## config.mk

```make
export PLATFORM = sky130hd
export DESIGN_NAME = fetch_prefetch_buffer
export DESIGN_NICKNAME = d
export VERILOG_FILES = /design/src/rtl/decompressor_pkg.sv /design/src/rtl/fetch_fifo.sv /design/src/rtl/fetch_prefetch_buffer.sv
export SDC_FILE = /design/constraint.sdc
export NUM_CORES = 1
export LEC_CHECK = 0
export BUFFER_PORTS_ARGS = -buffer_cell sky130_fd_sc_hd__buf_2
export CORE_MARGIN = 10
export CORE_UTILIZATION = 45
export CTS_CLUSTER_DIAMETER = 120
export DETAILED_ROUTE_END_ITERATION = 6
export GPL_ROUTABILITY_DRIVEN = 1
export PLACE_DENSITY_LB_ADDON = 0.1
export SYNTH_ARGS = -nofsm -noshare
export SYNTH_HDL_FRONTEND = slang
export SYNTH_SLANG_ARGS = --single-unit
```

## constraint.sdc

```tcl
create_clock -name clk -period 4.6 [get_ports clk]
set_input_delay 1.15 -clock clk [delete_from_list [all_inputs] [get_ports clk]]
set_output_delay 1.15 -clock clk [all_outputs]
set_load 0.005 [all_outputs]
```

## src/rtl/decompressor_pkg.sv

```systemverilog
// Shared types and constants for the fetch/decompress front end.
package decompressor_pkg;

  typedef enum logic [1:0] {IDLE, REQ, DISCARD} fetch_state_t;

  // Wide enough for any supported WIDTH; users cast down to their width.
  localparam logic [63:0] WORD_ALIGN_MASK = ~64'h3;
  localparam logic [31:0] PCADD_DEFAULT   = 32'h4;

endpackage

```

## src/rtl/fetch_fifo.sv

```systemverilog
// Small {instr, pc} FIFO between the memory fetch FSM and the decompressor.
module fetch_fifo #(
  parameter int WIDTH = 32,
  parameter int DEPTH = 4
) (
  input  logic                     clk,
  input  logic                     reset,
  input  logic                     push,
  input  logic                     pop,
  input  logic                     flush,
  input  logic [WIDTH-1:0]         push_instr,
  input  logic [WIDTH-1:0]         push_pc,
  output logic [WIDTH-1:0]         head_instr,
  output logic [WIDTH-1:0]         head_pc,
  output logic [$clog2(DEPTH):0]   count
);
  localparam int AW = $clog2(DEPTH);
  localparam int CW = AW + 1;

  typedef struct packed {
    logic [WIDTH-1:0] instr;
    logic [WIDTH-1:0] pc;
  } entry_t;

  entry_t          mem [DEPTH];
  logic [AW-1:0]   wr_ptr, rd_ptr;

  always_ff @(posedge clk or negedge reset) begin
    if (!reset) begin
      wr_ptr <= '0;
      rd_ptr <= '0;
      count  <= '0;
    end else if (flush) begin
      wr_ptr <= '0;
      rd_ptr <= '0;
      count  <= '0;
    end else begin
      if (push) wr_ptr <= wr_ptr + 1'b1;
      if (pop)  rd_ptr <= rd_ptr + 1'b1;
      count <= count + CW'(push) - CW'(pop);
    end
  end

  always_ff @(posedge clk) begin
    if (push && !flush) mem[wr_ptr] <= '{instr: push_instr, pc: push_pc};
  end

  // Gate the head with occupancy so reset/flush show zeros, never stale words.
  assign head_instr = (count != '0) ? mem[rd_ptr].instr : '0;
  assign head_pc    = (count != '0) ? mem[rd_ptr].pc    : '0;

endmodule

```

## src/rtl/fetch_prefetch_buffer.sv

```systemverilog
// Instruction prefetch: one outstanding memory fetch feeding a small FIFO.
// Optional FETCH_PERF_EN adds a saturating decompressor-starvation counter.
module fetch_prefetch_buffer
  import decompressor_pkg::*;
#(
  parameter int               WIDTH    = 32,
  parameter int               DEPTH    = 4,
  parameter logic [WIDTH-1:0] PCADD    = WIDTH'(PCADD_DEFAULT),
  parameter logic [WIDTH-1:0] RESET_PC = '0
) (
  input  logic                   clk,
  input  logic                   reset,
  input  logic                   redirect,
  input  logic [WIDTH-1:0]       redirect_pc,
  output logic                   mem_req,
  output logic [WIDTH-1:0]       mem_addr,
  input  logic                   mem_ack,
  input  logic [WIDTH-1:0]       mem_rdata,
  output logic                   out_valid,
  input  logic                   out_ready,
  output logic [WIDTH-1:0]       out_instr,
  output logic [WIDTH-1:0]       out_pc,
  output logic [$clog2(DEPTH):0] count
`ifdef FETCH_PERF_EN
  ,
  output logic [31:0]            starve_cnt
`endif
);
  localparam int               CW    = $clog2(DEPTH) + 1;
  localparam logic [WIDTH-1:0] ALIGN = WIDTH'(WORD_ALIGN_MASK);

  fetch_state_t     state, state_nxt;
  logic [WIDTH-1:0] fetch_pc, fetch_pc_nxt, mem_addr_nxt;
  logic             push, pop;

  assign out_valid = (count != '0);
  assign pop       = out_valid && out_ready;

  always_ff @(posedge clk or negedge reset) begin
    if (!reset) begin
      state    <= IDLE;
      fetch_pc <= RESET_PC;
      mem_addr <= '0;
    end else begin
      state    <= state_nxt;
      fetch_pc <= fetch_pc_nxt;
      mem_addr <= mem_addr_nxt;
    end
  end

  always_comb begin
    state_nxt    = state;
    fetch_pc_nxt = fetch_pc;
    mem_addr_nxt = mem_addr;
    push         = 1'b0;
    mem_req      = 1'b0;
    case (state)
      IDLE: begin
        mem_addr_nxt = fetch_pc;
        // Hold off one cycle on redirect so mem_addr picks up the new PC first.
        if (!redirect && ((count < CW'(DEPTH)) || pop)) state_nxt = REQ;
      end
      REQ: begin
        mem_req = 1'b1;
        if (redirect) begin
          state_nxt = mem_ack ? IDLE : DISCARD;
        end else if (mem_ack) begin
          push         = 1'b1;
          fetch_pc_nxt = fetch_pc + PCADD;
          if (pop || (count < CW'(DEPTH - 1))) mem_addr_nxt = fetch_pc + PCADD;
          else                                 state_nxt    = IDLE;
        end
      end
      DISCARD: begin
        mem_req = 1'b1;
        if (mem_ack) state_nxt = IDLE;
      end
      default: state_nxt = IDLE;
    endcase
    if (redirect) fetch_pc_nxt = redirect_pc & ALIGN;
  end

  fetch_fifo #(.WIDTH(WIDTH), .DEPTH(DEPTH)) u_fifo (
    .clk        (clk),
    .reset      (reset),
    .push       (push),
    .pop        (pop),
    .flush      (redirect),
    .push_instr (mem_rdata),
    .push_pc    (mem_addr),
    .head_instr (out_instr),
    .head_pc    (out_pc),
    .count      (count)
  );

`ifdef FETCH_PERF_EN
  always_ff @(posedge clk or negedge reset) begin
    if (!reset)
      starve_cnt <= '0;
    else if (!out_valid && out_ready && !redirect && (starve_cnt != '1))
      starve_cnt <= starve_cnt + 32'd1;
  end
`endif

endmodule

```

==> metrics.txt, run 1 <==
status finished, final reports clean; largest vdd supply drop 0.283 mV; relative area change from synthesis to final layout 17.2%; Die Area 36900 µm²; cell area after technology mapping 13300 µm²; proportion of synthesized flip-flops having asynchronous set or reset 21.8%; post-detailed-placement cell area 14600 µm²; R2R depth 6; number of DRC markers in iteration 0 297; total of warnings raised by yosys 0; relative max-transition margin 33.8%; largest cells by area after synthesis edfxtp_1 56%, dfrtp_1 13%, mux4_2 10%, and2_1 3.2%, xnor2_1 2.2%; count of antenna diodes in the layout 0; number of flops mapped to enable cells by yosys 248; Crit-path slowest cell dfrtp_4; pin slew with the least headroom to its limit 0.992 ns; CP arrival 2.57 ns; primary flip-flop cell chosen by synthesis mapping edfxtp_1; post-placement setup slack 1.26 ns; Worst Setup Path Type reg -> out; setup_tns 0 ns; DP HPWL 18300 µm; overall die width 192 µm; antenna-violating nets left 0; hold slack final 0.524 ns; area fraction in and, or, nand and nor cells after synthesis 10.2%; final hold violation count 0; clock slew seen by the registers of the worst setup and hold paths 0.06 ns; fin. max-slew vios 0; post-CTS setup repair buffer count 0; timing-limited maximum frequency 269 MHz; H-tree Lvls 1; Non-Filler Cell Area, Final 15600 µm²; post-route insts no fill 1398; final worst setup slack 0.881 ns; Die Span Y 192 µm; Placer Congestion 0.853; global-route wire length before repair 43700 µm; cts repair resizes 0; Clock Latency Late Sink 0.56 ns; multiplexer area fraction after synthesis 11.0%; number of clock buffers inserted by TritonCTS 31; standard-cell row count 62; DRC violation count after routing 0; clock tree from TritonCTS yes; placeable core region 28900 µm²; number of cells after detailed placement 1342; total overflow reported by the global router 0; cell type with the largest total area after synthesis edfxtp_1; mean number of vias per cell 5.08; sequential area share after synthesis 68.8%; number of buffers inserted by port buffering 163; CP Cell Sequence buf_4 -> mux4_2 -> and2_1 -> buf_2; Via Count 7101; number of clock sinks 317; cts-stage hold buffer count 0; post-synthesis register bit count 317; share of the synthesized area in compound gates (AO/OA/AOI/OAI) 2.66%; final critical delay including setup and external delays 3.72 ns; Max Cap Violations 0; average cell area after synthesis 16.1 µm²; type of element launching the critical path register; final clock period utilization by the worst path 80.8%; vias in the first global route 7512; xor and xnor area share after synthesis 3.88%; clock root cell clkbuf_16; proportion of layout cells with a drive suffix above 1 31.4%; post-detailed-route wirelength per cell 20.0 µm; All-Layer GR Usage 15.1%; effective utilization at floorplan 46.1%; cell area power density 556 nW/µm²; Ports 170; post-route clock skew 0.0247 ns; element type at the critical path end output port; area share of the largest cell type after synthesis 55.9%; max incr delay on CP 0.72 ns; Crit path required time 3.45 ns; worst hold path stage count 2; setup violators final 0; number of nets in the final layout 1072; number of detailed-route iterations in the first pass 4; Yosys cell types 50; synthesized-area fraction occupied by adder cells 1.18%; RSZ-0062 raised after global routing false; most frequent standard cell in the layout excluding fill and tap cells edfxtp_1; total detailed-routing wirelength 27900 µm; Lkg Pwr 0.00555 µW; path category of the worst min-delay check reg -> reg; number of buffers between clock root and the deepest sink 3; dominant combinational cell family by area after synthesis multiplexers; Mapped Cells 829; commonest non-fill, non-tap cells in the layout 248 x edfxtp_1, 163 x buf_2, 67 x dfrtp_1, 65 x and2_1, 62 x mux4_2; critical path fanouts, max 21; initial antenna violation count 0; largest net degree at the start of global routing 65
per-stage QoR:
stage,total power [µW],util (%)
floorplan,5280,-
global placement,6280,50.4
detailed placement,6310,50.4
CTS,8840,54.0
global route,9190,54.0
finish,8680,54.0
critical path: cells and delay by family (launching register included):
family                 cells  cell delay [ns]
multiplexers               1             0.54
AND/OR/NAND/NOR            1             0.19
buffers and inverters      2             0.53
flip-flops                 1             0.72
final timing paths:
path	startpoint	to	slack (ns)
setup / recovery	u_fifo.rd_ptr[0]	out_pc[18]	0.88
hold / removal	state[1]	state[1]	0.52
setup reg to reg	state[1]	u_fifo.mem[3][24]	1.78
hold reg to reg	state[1]	state[1]	0.52
max in group asynchronous	reset	mem_addr[30]	3.23
min in group asynchronous	reset	fetch_pc[13]	0.62
metal layers:
| metal | wire, µm | GRT usage, % | share of wire, % | up-vias |
|---|---|---|---|---|
| li1 | - | - | - | 3415 |
| met1 | 12200 | 19.6 | 44 | 3502 |
| met2 | 13700 | 25.8 | 49 | 147 |
| met3 | 1510 | 3.10 | 5.4 | 37 |
| met4 | 483 | 3.37 | 1.7 | 0 |
| met5 | 0 | 0 | 0 | - |
cell usage after synthesis, drive strengths merged (2+ instances only):
| cell | instances |
|---|---|
| clkbuf | 26 |
| mux2 | 3 |
| dfrtp | 69 |
| and2 | 69 |
| nor2 | 54 |
| nor4 | 9 |
| mux2i | 4 |
| xnor2 | 34 |
| buf | 24 |
| and4 | 3 |
| nor2b | 2 |
| a21oi | 31 |
| nor3 | 12 |
| nand2 | 58 |
| or3 | 2 |
| xor2 | 25 |
| nand3 | 13 |
| mux4 | 62 |
| nand4 | 13 |
| edfxtp | 248 |
| ha | 11 |
| o21ai | 29 |
| or2 | 2 |
| or4 | 3 |
| inv | 11 |
| and3 | 3 |
flip-flops by register name, indices dropped and copies added, names as in the netlist:
name           count
u_fifo.mem       248
u_fifo.wr_ptr      2
u_fifo.count       3
fetch_pc          30
mem_addr          30
state              2
u_fifo.rd_ptr      2
layout make-up:
class | count | area [µm²]
multi-input cells | 453 | 3900
well taps | 384 | 480
repair buffers | 176 | 988
flip-flops and latches | 317 | 9180
clock inverters | 11 | 105
fillers | 2416 | 13300
clock buffers | 45 | 931
inverters | 12 | 45.0
power by group:
part           switching [µW]  internal (µW)
logic                    1120           1090
clock network            1020           1510
registers                 381           3570
kinds of logic (layout without fill, tap and decap cells):
| family | after synthesis | after routing |
|---|---|---|
| AOI/OAI and AO/OA | 65 | 65 |
| xor gates and xnor gates | 59 | 59 |
| DFF | 317 | 317 |
| and+or+nand+nor | 244 | 244 |
| muxes | 69 | 69 |
| adders and majority gates | 12 | 12 |
| other | 1 | 4 |
| buffers and inverters | 62 | 244 |
No activity file was read; power rests on OpenSTA's default activity.
==> inputs of run 2 (changes only) <==
==> constraint.sdc (replaced) <==
create_clock -name clk -period 3.6 [get_ports clk]
set_input_delay 0.9 -clock clk [delete_from_list [all_inputs] [get_ports clk]]
set_output_delay 0.9 -clock clk [all_outputs]
set_load 0.005 [all_outputs]
==> metrics.txt, run 2 (synthesized netlist as in run 1, its figures left out) <==
All-Layer GR Usage 15.1% (about the same); sum of internal, switching and leakage power 11400 µW (was 8680 µW); global-route wire length before repair 43600 µm (was 43700 µm); top register by number of flip-flops u_fifo.mem (unchanged); status finished, final reports clean (unchanged); initial antenna violation count 0 (unchanged); placeable core region 28900 µm² (unchanged); kind of cell adding the most delay to the critical path multiplexers (was flip-flops); clock tree from TritonCTS yes (unchanged); post-detailed-route wirelength per cell 19.8 µm (was 20.0 µm); Crit-path slowest cell mux4_2 (was dfrtp_4); largest net degree at the start of global routing 70 (was 65); number of nets in the final layout 1081 (was 1072); Crit path required time 2.70 ns (was 3.45 ns); number of detailed-route iterations in the first pass 4 (unchanged); Max Cap Violations 0 (unchanged); clock root cell clkbuf_16 (unchanged); Ports 170 (unchanged); Die Area 36900 µm² (unchanged); total detailed-routing wirelength 27900 µm (about the same); final clock period utilization by the worst path 86.6%; commonest non-fill, non-tap cells in the layout 248 x edfxtp_1, 163 x buf_2, 67 x dfrtp_1, 65 x and2_1, 62 x mux4_2 (unchanged); vias in the first global route 7636 (was 7512); largest registers u_fifo.mem x248, fetch_pc x30, mem_addr x30 (unchanged); mean number of vias per cell 5.08 (about the same); number of DRC markers in iteration 0 320 (was 297); final hold violation count 0 (unchanged); Die Span Y 192 µm (unchanged); type of element launching the critical path register (unchanged); effective utilization at floorplan 46.1% (unchanged); Lkg Pwr 0.00562 µW (was 0.00555 µW); DRC violation count after routing 0 (unchanged); antenna-violating nets left 0 (unchanged); cell area power density 722 nW/µm² (was 556 nW/µm²); total overflow reported by the global router 0 (unchanged); Via Count 7156 (was 7101); count of buffering cells on the critical path with inverters included 2 (unchanged); overall die width 192 µm (unchanged); cts-stage hold buffer count 0 (unchanged); DP HPWL 17700 µm (was 18300 µm); max incr delay on CP 0.60 ns (was 0.72 ns); setup violators final 0 (unchanged); Worst Setup Path Type reg -> out (unchanged); number of clock sinks 317 (unchanged); post-route clock skew 0.0178 ns (was 0.0247 ns); post-CTS setup repair buffer count 0 (unchanged); number of cells after detailed placement 1345 (was 1342); path category of the worst min-delay check in -> async (was reg -> reg); max reg flops 248 (unchanged); number of buffers between clock root and the deepest sink 3 (unchanged); count of antenna diodes in the layout 0 (unchanged); proportion of layout cells with a drive suffix above 1 32.1% (was 31.4%); cts repair resizes 0 (unchanged); largest vdd supply drop 0.413 mV (was 0.283 mV); critical path fanouts, max 41 (was 21); element type at the critical path end output port (unchanged); slack of the worst reg-to-reg path 1.09 ns (was 1.78 ns); post-route insts no fill 1410 (was 1398); fin. max-slew vios 0 (unchanged); H-tree Lvls 2 (was 1); number of buffers inserted by port buffering 163 (unchanged); Core Util, Final 54.6% (was 54.0%); Placer Congestion 0.839 (was 0.853); final critical delay including setup and external delays 3.12 ns; number of clock buffers inserted by TritonCTS 37 (was 31); CP Cell Sequence buf_12 -> mux4_2 -> and2_1 -> buf_2 (was buf_4 -> mux4_2 -> and2_1 -> buf_2); Clock Latency Late Sink 0.50 ns (was 0.56 ns); clock slew seen by the registers of the worst setup and hold paths 0.06 ns (about the same); setup_tns 0 ns (unchanged); most frequent standard cell in the layout excluding fill and tap cells edfxtp_1 (unchanged); standard-cell row count 62 (unchanged); pin slew with the least headroom to its limit 0.643 ns (was 0.992 ns); CP arrival 2.22 ns (was 2.57 ns); relative max-transition margin 57.1% (was 33.8%); RSZ-0062 raised after global routing false (unchanged); relative area change from synthesis to final layout 18.4% (was 17.2%); timing-limited maximum frequency 321 MHz
-- run 2: changes by cell type in the layout (fill, tap and decap cells not counted), sizes merged --
cell,delta
bufinv,+1
inv,+1
clkinv,+4
buf,+3
clkinvlp,+3
-- run 2: worst paths after layout --
| check | end | cells past startpoint | startpoint |
|---|---|---|---|
| worst min register to register | state[1] | 2 | state[1] |
| worst max-delay path | out_pc[28] | 4 | u_fifo.rd_ptr[0] |
| min in group clk | state[1] | 2 | state[1] |
| max in group asynchronous | u_fifo.rd_ptr[0] | 2 | reset |
| worst max register to register | u_fifo.mem[3][55] | 7 | state[1] |
| worst min-delay path | fetch_pc[22] | 2 | reset |
-- run 2: area by class of cell --
cell class                      instances  area (µm²)
Sequential cell                       317        9180
Clock buffer                           45         976
Tap cell                              384         480
Clock inverter                         20         185
Timing Repair Buffer                  179        1020
Multi-Input combinational cell        453        3900
Inverter                               12        45.0
Fill cell                            2420       13100
-- run 2: per-layer routing --
metal	vias up	share of wire [%]	track usage, %
met5	-	0	0
met4	0	2.0	4.68
met3	43	5.5	3.46
met2	149	48	24.8
met1	3531	45	19.7
li1	3433	-	-
-- run 2: metrics by stage --
stage                     worst slack [ns]  instance area (µm²)  hold WS, ns
after floorplan                      0.378                13300        0.475
after global routing                 0.374                15800        0.432
after detailed placement             0.803                14600        0.517
after CTS                            0.424                15800        0.413
final                                0.483                15800        0.411
after global placement               0.830                14600        0.505
-- run 2: power by group --
part	switching (µW)	internal (µW)	total, µW
Sequential	429	4560	4990
Combinational	1460	1410	2870
Clock	1390	2150	3530
Total	3270	8120	11400
-- run 2: worst reg2reg max path: cells and delay by family, from the launching register on --
family,cells,cell delay [ns]
flops,1,0.39
simple gates,3,1.04
fa+ha+maj,1,0.14
buf+inv,3,0.60
